File: src/rtl/sd_dat_pkg.sv
// sd_dat_pkg: shared types and constants for the SD DAT receive path
package sd_dat_pkg;
  typedef enum logic [2:0] {S_IDLE, S_WAIT_START, S_DATA, S_CRC, S_END, S_DONE} state_t;
  localparam logic [15:0] CRC16_POLY = 16'h1021;
  localparam int DAT_W = 4;
  localparam logic [3:0] START_NIBBLE = 4'h0;
  localparam logic [3:0] END_NIBBLE = 4'hF;
endpackage

File: src/rtl/sd_crc16_serial.sv
// sd_crc16_serial: bit-serial CRC16-CCITT (init 0) for one DAT line
module sd_crc16_serial
  import sd_dat_pkg::*;
(
  input  logic        sd_clock,
  input  logic        reset,
  input  logic        clr,
  input  logic        en,
  input  logic        bit_in,
  output logic [15:0] crc
);
  // shift in one bit per enabled cycle, feedback taps from the polynomial
  always_ff @(posedge sd_clock)
    if (reset || clr) crc <= '0;
    else if (en) crc <= {crc[14:0], 1'b0} ^ ((bit_in ^ crc[15]) ? CRC16_POLY : 16'h0);
endmodule

File: src/rtl/sd_dat_rx_framer.sv
// sd_dat_rx_framer: frames one SD data block from the DAT lines, checks CRC16 and end bit
module sd_dat_rx_framer
  import sd_dat_pkg::*;
#(
  parameter int BLOCK_BYTES = 512,
  parameter int TIMEOUT_CYC = 1024
) (
  input  logic             sd_clock,
  input  logic             reset,
  input  logic             start,
  input  logic [DAT_W-1:0] dat_in,
  output logic [DAT_W-1:0] nibble_out,
  output logic             nibble_valid,
  output logic             busy,
  output logic             done,
  output logic             crc_err,
  output logic             end_err,
  output logic             timeout
);
  localparam int NW = $clog2(2 * BLOCK_BYTES);
  localparam int TW = $clog2(TIMEOUT_CYC);
  localparam logic [NW-1:0] LAST_NIB = NW'(2 * BLOCK_BYTES - 1);
  localparam logic [TW-1:0] LAST_TO = TW'(TIMEOUT_CYC - 1);
  state_t r_state;
  logic [NW-1:0] r_nib_cnt;
  logic [TW-1:0] r_to_cnt;
  logic [3:0] r_bit_cnt;
  logic [15:0] w_crc [DAT_W];
  logic [DAT_W-1:0] w_exp;
  for (genvar i = 0; i < DAT_W; i++) begin : g_crc
    sd_crc16_serial u_crc (
      .sd_clock(sd_clock),
      .reset(reset),
      .clr(r_state == S_IDLE),
      .en(r_state == S_DATA),
      .bit_in(dat_in[i]),
      .crc(w_crc[i])
    );
  end
  // expected CRC bit per line for the current CRC cycle, MSB first
  always_comb begin
    w_exp = '0;
    for (int j = 0; j < DAT_W; j++) w_exp[j] = w_crc[j][~r_bit_cnt];
  end
  assign busy = r_state != S_IDLE;
  assign done = r_state == S_DONE;
  // block framing FSM with registered data path and sticky status
  always_ff @(posedge sd_clock)
    if (reset) begin
      r_state <= S_IDLE;
      r_nib_cnt <= '0;
      r_to_cnt <= '0;
      r_bit_cnt <= '0;
      nibble_out <= '0;
      nibble_valid <= 1'b0;
      crc_err <= 1'b0;
      end_err <= 1'b0;
      timeout <= 1'b0;
    end else begin
      nibble_valid <= r_state == S_DATA;
      nibble_out <= (r_state == S_DATA) ? dat_in : nibble_out;
      case (r_state)
        S_IDLE: begin
          r_to_cnt <= '0;
          if (start) begin
            r_state <= S_WAIT_START;
            crc_err <= 1'b0;
            end_err <= 1'b0;
            timeout <= 1'b0;
          end
        end
        S_WAIT_START:
          if (dat_in == START_NIBBLE) begin
            r_state <= S_DATA;
            r_nib_cnt <= '0;
          end else if (r_to_cnt == LAST_TO) begin
            timeout <= 1'b1;
            r_state <= S_IDLE;
          end else r_to_cnt <= r_to_cnt + 1'b1;
        S_DATA: begin
          r_nib_cnt <= r_nib_cnt + 1'b1;
          if (r_nib_cnt == LAST_NIB) begin
            r_state <= S_CRC;
            r_bit_cnt <= '0;
          end
        end
        S_CRC: begin
          r_bit_cnt <= r_bit_cnt + 1'b1;
          if (dat_in != w_exp) crc_err <= 1'b1;
          if (r_bit_cnt == 4'hF) r_state <= S_END;
        end
        S_END: begin
          if (dat_in != END_NIBBLE) end_err <= 1'b1;
          r_state <= S_DONE;
        end
        default: r_state <= S_IDLE;
      endcase
    end
endmodule

File: config.mk
export PLATFORM = sky130hd
export DESIGN_NAME = sd_dat_rx_framer
export DESIGN_NICKNAME = d
export VERILOG_FILES = /design/src/rtl/sd_dat_pkg.sv /design/src/rtl/sd_crc16_serial.sv /design/src/rtl/sd_dat_rx_framer.sv
export SDC_FILE = /design/constraint.sdc
export NUM_CORES = 1
export LEC_CHECK = 0
export ABC_AREA = 1
export CAP_MARGIN = 20
export CORE_MARGIN = 4
export CORE_UTILIZATION = 38
export DETAILED_ROUTE_END_ITERATION = 10
export PLACE_DENSITY = 0.53
export SYNTH_ARGS = -nofsm -noshare
export SYNTH_HDL_FRONTEND = slang
export SYNTH_SLANG_ARGS = --single-unit
File: constraint.sdc
create_clock -name sd_clock -period 2.5 [get_ports sd_clock]
set_input_delay 0.75 -clock sd_clock [delete_from_list [all_inputs] [get_ports sd_clock]]
set_output_delay 0.75 -clock sd_clock [all_outputs]
set_load 0.1 [all_outputs]
# After elaboration in Yosys (flattened, before gate mapping)
# Cells that the tools add are included.
# classes
n_reduce_logical	16
n_addsub	3
muxes	33
magnitude_cmp	1
n_bitwise	9
n_eq_ne	20
# op_table
op	count
XOR 16 bit	4
two-way mux 13 bit	4
case mux 10 bit (2 select lines)	2
two-way mux 10 bit	3
adder 10 x 1 -> 10 bit, second input constant	2
== test 10 bit, second input constant	2
inequality test 2 bit, second input constant	9
binary-select mux 1 bit (select 4 bit)	4
two-way mux 3 bit	5
case mux 3 bit (5 select lines)	1
nonzero test 2 bit	5
two-way mux 1 bit	9
AND reduction 3 bit	3
case mux 4 bit (2 select lines)	1
AND reduction 4 bit	2
== test 3 x 2 -> 1 bit, second input constant	2
== test 3 bit, second input constant	2
case mux 1 bit (2 select lines)	3
less-than comparator 4 x 5 -> 1 bit, second input constant	1
adder 4 x 1 -> 4 bit, second input constant	1
== test 4 bit, second input constant	1
zero test 4 bit	1
two-way mux 4 bit	1
inequality test 4 bit	1
9 further kinds	13
# word_totals
ff_bits	99
word_cells	95
output_inout_bits	10
in_bits	7

# Logic depth before layout (Yosys ltp)
# Gate-level depths: netlist of the first run.
# logic_depth
word_depth	6
mapped_depth	15
depth_no_buf	13

# Cells and area by module
# Synthesis of the first run repeated with hierarchy kept, for this count alone.
# hier_totals
hier_cells	753
hier_area_um2	5472.7
# modules_own_cells
mod	area_each_um2	seq_area_each_um2	cells_per_inst	n_inst
sd_crc16_serial	740.7	320.3	85	4
sd_dat_rx_framer	2509.9	700.7	413	1

# Least setup slack after synthesis of the first run
# No wires, ideal clock.
# synth_path
kind	register to output
from	reg r_state[2]
to	out done
required_ns	1.750
path_buffers	0
stages_incl_launch_ff	3
arrival_ns	2.618
path_slack_ns	-0.868
cell_sequence	dfxtp_1 > inv_1 > nor3_1
# synth_via
elab_chain_len	1
# synth_rtl
element	line	rtl
start: declaration	sd_dat_rx_framer.sv:24	state_t r_state;
start signal: assignment	sd_dat_rx_framer.sv:50	r_state <= S_IDLE;
start signal: assignment	sd_dat_rx_framer.sv:66	r_state <= S_WAIT_START;
start signal: assignment	sd_dat_rx_framer.sv:74	r_state <= S_DATA;
== test 3 bit	sd_dat_rx_framer.sv:46	assign done = r_state == S_DONE;
end: declaration	sd_dat_rx_framer.sv:15	output logic done,
# No other way between the ends.

# Worst setup path in the final report of the first run
# layout_path
from	reg r_state[1]
to	out busy
# layout_via
elab_chain_len	1
# layout_rtl
element	line	rtl
nonzero test 3 bit	sd_dat_rx_framer.sv:45	assign busy = r_state != S_IDLE;
end: declaration	sd_dat_rx_framer.sv:14	output logic busy,
# No other way between the ends.

==> run summary, run 1 <==
Compound-cell area share of the yosys netlist = 16.6%
RSZ-0062 raised after global routing = no
Gpl congestion = 0.814
DR pass1 iterations = 4
Crit path kind = flop to primary output
Post-Synth Adder-Cell Area = 0.774%
Critical Path Source Type = flop
Vias = 4185
CTS buffer count = 9
Simple logic cell fraction of the synthesized area = 28.7%
Crit path largest cell delay = 550 ps
Largest family of logic cells by synthesized area = simple AND/OR/NAND/NOR gates
Routed Antenna Nets = 0
Htree depth = 3
Most frequent cells in the layout = 160 x nand2_1, 99 x dfxtp_1, 72 x nor2_1, 68 x inv_1, 52 x a21oi_1
CP max-delay cell = dfxtp_1
Final setup TNS = 0 ps
Layout cells sized above 1 = 11.8%
Die ar. = 0.0146 mm²
Critical path buffers and inverters = 3
Critical path peak fanout = 5
WHS Path Cells = 2
Worst hold slack = 449 ps
Achievable clock frequency = 454 MHz
Period utilisation layout = 88.2%
Final HPWL DP = 7510 µm
Ys Warns = 0
Most used cell, CP = inv_2
Hold WC Path Type = flop to flop
Peak supply drop = 0.000728 V
Sequential area share after synthesis = 40.9%
Reg clk slew, reported paths = 70 ps
Worst EP arrival = 1450 ps
Setup slack, reg-to-reg = 680 ps
Longest Clk Path Bufs = 2
Tmin final = 2200 ps
DR vias/cell = 4.87
Final setup viols = 0
Cell family with most CP delay = flip-flops
First-pass GRT wire length = 19100 µm
CTS Sinks = 99
Dominant cells by area after synthesis = dfxtp_1 41%, nand2_1 12%, a211oi_1 6.0%, nor2_1 5.6%, a21oi_1 5.4%
Initial antenna violation count = 0
Number of global-route vias before repair = 3911
Hold Buf Count CTS = 0
Hold Path Sink = r_to_cnt[8]
Largest net degree at the start of global routing = 49
Tot Pwr = 5.71 mW
Synth Area in XOR/XNOR = 2.53%
DRC = 0
Worst setup EP type = primary output
Nets@finish = 693
Root Driver = clkbuf_16
Post-Syn Nets = 682
Leak = 2.10 nW
Min-delay src = r_to_cnt[8]
PwrDens = 1030 mW/mm²
Critical R2R Launch = r_bit_cnt[1]
R2R cell count = 12
Final Cell Area = 0.00553 mm²
Site Rows = 41
Clk Latency, worst-skew pair = 350 ps
TritonCTS clock tree = done
Worst EP required = 1750 ps
Post-synth top area cell = dfxtp_1
Top cell type's share of synthesized area = 40.9%
Final wirelength = 11200 µm
Netlist Area Pre-Place = 0.00485 mm²
Slew @ Worst Pin = 484 ps
Area Overhead vs Synth = 14.0%
Critical R2R Capture = crc_err
Fraction of registers with async set/reset = 0%
Die width = 121 µm
Final Core Density = 44.0%
Total setup buffers inserted after CTS = 0
Status = finished, final reports clean
Worst Skew = 7.26 ps
Commonest non-fill, non-tap cell in the layout = nand2_1
Synth cell types = 43
CP Cell Sequence = nor2_2, inv_2, nor2_1, inv_2, buf_12
Port buffer count = 16
ANT cells = 0
Initial Util = 38.6%
WL/cell = 13.1 µm
Main synth FF type = dfxtp_1
Total Routing Usage GR = 16.3%
Post-cts resize count = 0
Yosys reg bits = 99
Slew Limit Headroom = 67.7%
Mean post-synth cell area = 7.22 µm²
# IOs = 17
Placed Area = 0.00519 mm²
Total global routing overflow = 0
Final Max Slew Viols = 0
Die height = 121 µm
Post-synth EDFFs = 0
Final hold vios = 0
Max-cap violations = 0
DRT iter0 DRCs = 209
Mux cell area share after synthesis = 0%
Count of mapped cells out of synthesis = 672
Core box area = 0.0126 mm²
logic make-up (layout without fill, tap and decap cells):
logic type                 count (synthesis)  in the layout
and+or+nand+nor                          316            316
buffers and inverters                    110            126
adders and majority gates                  3              3
AOI/OAI and AO/OA                        130            130
DFF                                       99             99
xor gates and xnor gates                  14             14
worst min-delay path, cell delays in order, from the launching register on:
cell	delay (ps)
dfxtp_1	310
inv_1	40
a21oi_1	50
Yosys cell counts, drive strengths merged, types with 2 or more instances:
cell type / n
xor2: 6
nor3: 11
ha: 3
inv: 76
buf: 25
a221oi: 2
o211ai: 2
a21oi: 53
nor2: 79
xnor2: 8
a211oi: 41
nand3: 50
o21bai: 2
nor3b: 3
o21ai: 27
nand2: 165
nand4: 3
clkbuf: 8
or2: 4
dfxtp: 99
final cells by class:
| type | count | area, µm² |
|---|---|---|
| inverters | 77 | 299 |
| well taps | 172 | 215 |
| repair buffers | 33 | 325 |
| flip-flops and latches | 99 | 1980 |
| clock inverters | 7 | 116 |
| fillers | 1283 | 7040 |
| multi-input cells | 463 | 2370 |
| clock buffers | 9 | 225 |
per-layer routing:
metal / part of all wire, % / track usage [%] / wire [µm] / vias to the layer above
li1: - / - / - / 2206
met1: 48 / 21.6 / 5400 / 1911
met4: 1.4 / 5.31 / 155 / 0
met5: 0 / 0 / 0 / -
met2: 46 / 26.3 / 5190 / 58
met3: 4.4 / 3.73 / 493 / 10
sequential cells by signal, indices dropped and copies added (netlist names):
register / cells
g_crc.u_crc.crc: 64
r_nib_cnt: 10
r_to_cnt: 10
nibble_out: 4
r_bit_cnt: 4
r_state: 3
crc_err: 1
end_err: 1
nibble_valid: 1
timeout: 1
metrics by stage:
step	setup slack, ps	instances
3_3_place_gp	148	844
2_1_floorplan	371	672
4_1_cts	279	860
3_5_place_dp	113	844
5_1_grt	210	860
6_report	296	860
where the power goes:
| group | leakage [nW] | switching [mW] | internal (mW) |
|---|---|---|---|
| clock network | 0.165 | 0.610 | 0.976 |
| registers | 0.801 | 0.137 | 1.78 |
| logic | 1.14 | 1.58 | 0.621 |
| total | 2.10 | 2.33 | 3.38 |
worst max path at each step:
stage / start / end / slack, ps / cells after the start
3_5_place_dp: dat_in[0] / end_err / 110 / 7
4_1_cts: r_state[1] / busy / 280 / 5
3_3_place_gp: dat_in[0] / end_err / 150 / 7
5_1_grt: r_state[1] / busy / 210 / 5
2_1_floorplan: r_state[2] / done / 370 / 2
6_report: r_state[1] / busy / 300 / 5
No activity file was read; power rests on OpenSTA's default activity.
==> inputs of run 2 (changes only) <==
--- a/config.mk
+++ b/config.mk
@@ -10,7 +10,7 @@
 export CORE_MARGIN = 4
 export CORE_UTILIZATION = 38
 export DETAILED_ROUTE_END_ITERATION = 10
-export PLACE_DENSITY = 0.53
+export SLEW_MARGIN = 20
 export SYNTH_ARGS = -nofsm -noshare
 export SYNTH_HDL_FRONTEND = slang
 export SYNTH_SLANG_ARGS = --single-unit
==> run 2 against run 1 <==
Clock skew shrank 0.56 ps. Count of clock-buffer cells in the layout is the same. Sequential power is essentially flat. Wire length shrank 3.4%. Setup slack gained 9.9 ps. Sequential cell count is the same. Critical path type unchanged. Combinational power shrank 3%. Critical path depth shrank 2. Cell count shrank 0.35%. Largest cell class unchanged. Fmax grew 0.45%. Critical endpoint is now done. Core utilization shrank 0.090 points.
==> run summary, run 2 (synthesis gave the netlist of run 1 again) <==
Status = finished, final reports clean
Final Max Slew Viols = 0
Switching part of the total = 40.2%
Top flop regs = g_crc.u_crc.crc: 64 flops, r_nib_cnt: 10 flops, r_to_cnt: 10 flops
CP Cell Sequence = inv_1, nor3_4, buf_12
Slew Limit Headroom = 69.7%
Routed Antenna Nets = 0
Total global routing overflow = 0
Post-cts resize count = 0
WL/cell = 12.7 µm
Core box area = 0.0126 mm²
Longest Clk Path Bufs = 2
Register share of total power = 33.6%
CTS buffer count = 9
Worst Skew = 6.70 ps
Critical Path Source Type = flop
Vias = 4177
Setup slack, reg-to-reg = 700 ps
# IOs = 17
Peak supply drop = 0.000379 V
Hold WC Path Type = flop to flop
Reg clk slew, reported paths = 70 ps
First-pass GRT wire length = 18600 µm
Crit path largest cell delay = 530 ps
Logic pwr share = 37.2%
Initial Util = 38.6%
Number of global-route vias before repair = 3916
Largest Register = g_crc.u_crc.crc
DRC = 0
Nets@finish = 690
Critical path buffers and inverters = 2
Worst EP required = 1750 ps
Clk Latency, worst-skew pair = 350 ps
Gpl congestion = 0.857
Total setup buffers inserted after CTS = 0
RSZ-0062 raised after global routing = no
Crit path kind = flop to primary output
TritonCTS clock tree = done
Final setup TNS = 0 ps
DR vias/cell = 4.87
Max reg flops = 64
Commonest non-fill, non-tap cell in the layout = nand2_1
Most frequent cells in the layout = 160 x nand2_1, 99 x dfxtp_1, 72 x nor2_1, 68 x inv_1, 52 x a21oi_1
Final wirelength = 10800 µm
R2R cell count = 13
Area Overhead vs Synth = 13.8%
Largest net degree at the start of global routing = 71
Total Routing Usage GR = 15.5%
Tmin final = 2190 ps
Die ar. = 0.0146 mm²
Achievable clock frequency = 456 MHz
Final Core Density = 43.9%
Root Driver = clkbuf_16
Worst EP arrival = 1440 ps
Placed Area = 0.00515 mm²
Die width = 121 µm
Slew @ Worst Pin = 452 ps
Internal Power = 3.44 mW
Final hold vios = 0
Min-delay src = r_to_cnt[8]
Hold Path Sink = r_to_cnt[8]
Htree depth = 3
Cell family with most CP delay = flip-flops
DR pass1 iterations = 4
Leak = 2.09 nW
Final setup viols = 0
Critical path peak fanout = 7
Clock network fraction of total power = 29.2%
Layout cells sized above 1 = 11.4%
Site Rows = 41
Initial antenna violation count = 0
Sw power = 2.31 mW
Hold Buf Count CTS = 0
Final HPWL DP = 7130 µm
WHS Path Cells = 2
Die height = 121 µm
Critical R2R Launch = r_bit_cnt[1]
Critical R2R Capture = crc_err
ANT cells = 0
Worst setup EP type = primary output
DRT iter0 DRCs = 304
PwrDens = 1040 mW/mm²
Max-cap violations = 0
Period utilisation layout = 87.8%
Final Cell Area = 0.00552 mm²
CTS Sinks = 99
CP max-delay cell = dfxtp_1
Port buffer count = 16
run 2: cell types whose count changed in the layout (fill, tap and decap cells not counted), sizes merged:
| cell | previous run | this run |
|---|---|---|
| buf | 27 | 24 |
| clkinv | 4 | 2 |
| bufinv | 3 | 4 |
| clkinvlp | 1 | 2 |
run 2: how the worst max path moves through the flow:
| stage | start | to | depth (start not counted) |
|---|---|---|---|
| 4_1_cts | r_state[1] | busy | 5 |
| 2_1_floorplan | r_state[2] | done | 2 |
| 6_report | r_state[2] | done | 3 |
| 5_1_grt | r_state[1] | busy | 5 |
| 3_5_place_dp | dat_in[1] | r_to_cnt[5] | 8 |
| 3_3_place_gp | dat_in[0] | r_to_cnt[5] | 8 |
run 2: power groups by stage:
stage,Clock [mW],Combinational [mW],Sequential [mW]
3_5_place_dp,0,2.14,1.97
5_1_grt,1.77,2.37,1.95
6_report,1.68,2.14,1.93
4_1_cts,1.72,2.15,1.93
2_1_floorplan,0,1.45,2.24
3_3_place_gp,0,2.13,1.96
run 2: final cells by class:
cell class	instances	area, µm²
fill	1258	7050
multi-input combinational	463	2370
sequential	99	1980
inverter	77	299
timing repair buffer	30	290
clock buffer	9	225
tap	172	215
clock inverter	7	140
run 2: per-layer routing:
layer	vias to the layer above	wire [µm]	global-route usage [%]
met4	0	257	6.87
met2	59	5030	25.1
met1	1901	5240	20.5
li1	2202	-	-
met5	-	0	0
met3	15	318	2.14
run 2: per-stage QoR:
step	cells	total power, mW	hold slack, ps	setup slack, ps
after floorplan	672	3.69	427	371
after global placement	841	4.09	438	199
after detailed placement	841	4.11	440	156
after CTS	857	5.80	450	304
after global routing	857	6.09	479	247
final	857	5.75	449	306
run 2: worst reg2reg max path, stage by stage, from the launching register on:
cell	delay (ps)
dfxtp_1	410
buf_4	220
nor2_4	260
nand3_1	110
nand2_1	80
nor2_1	40
nand2_1	100
nand2_1	70
nand2_1	60
nand2_1	50
nor2_1	90
nand2_1	80
nand2_1	80
a21oi_2	50
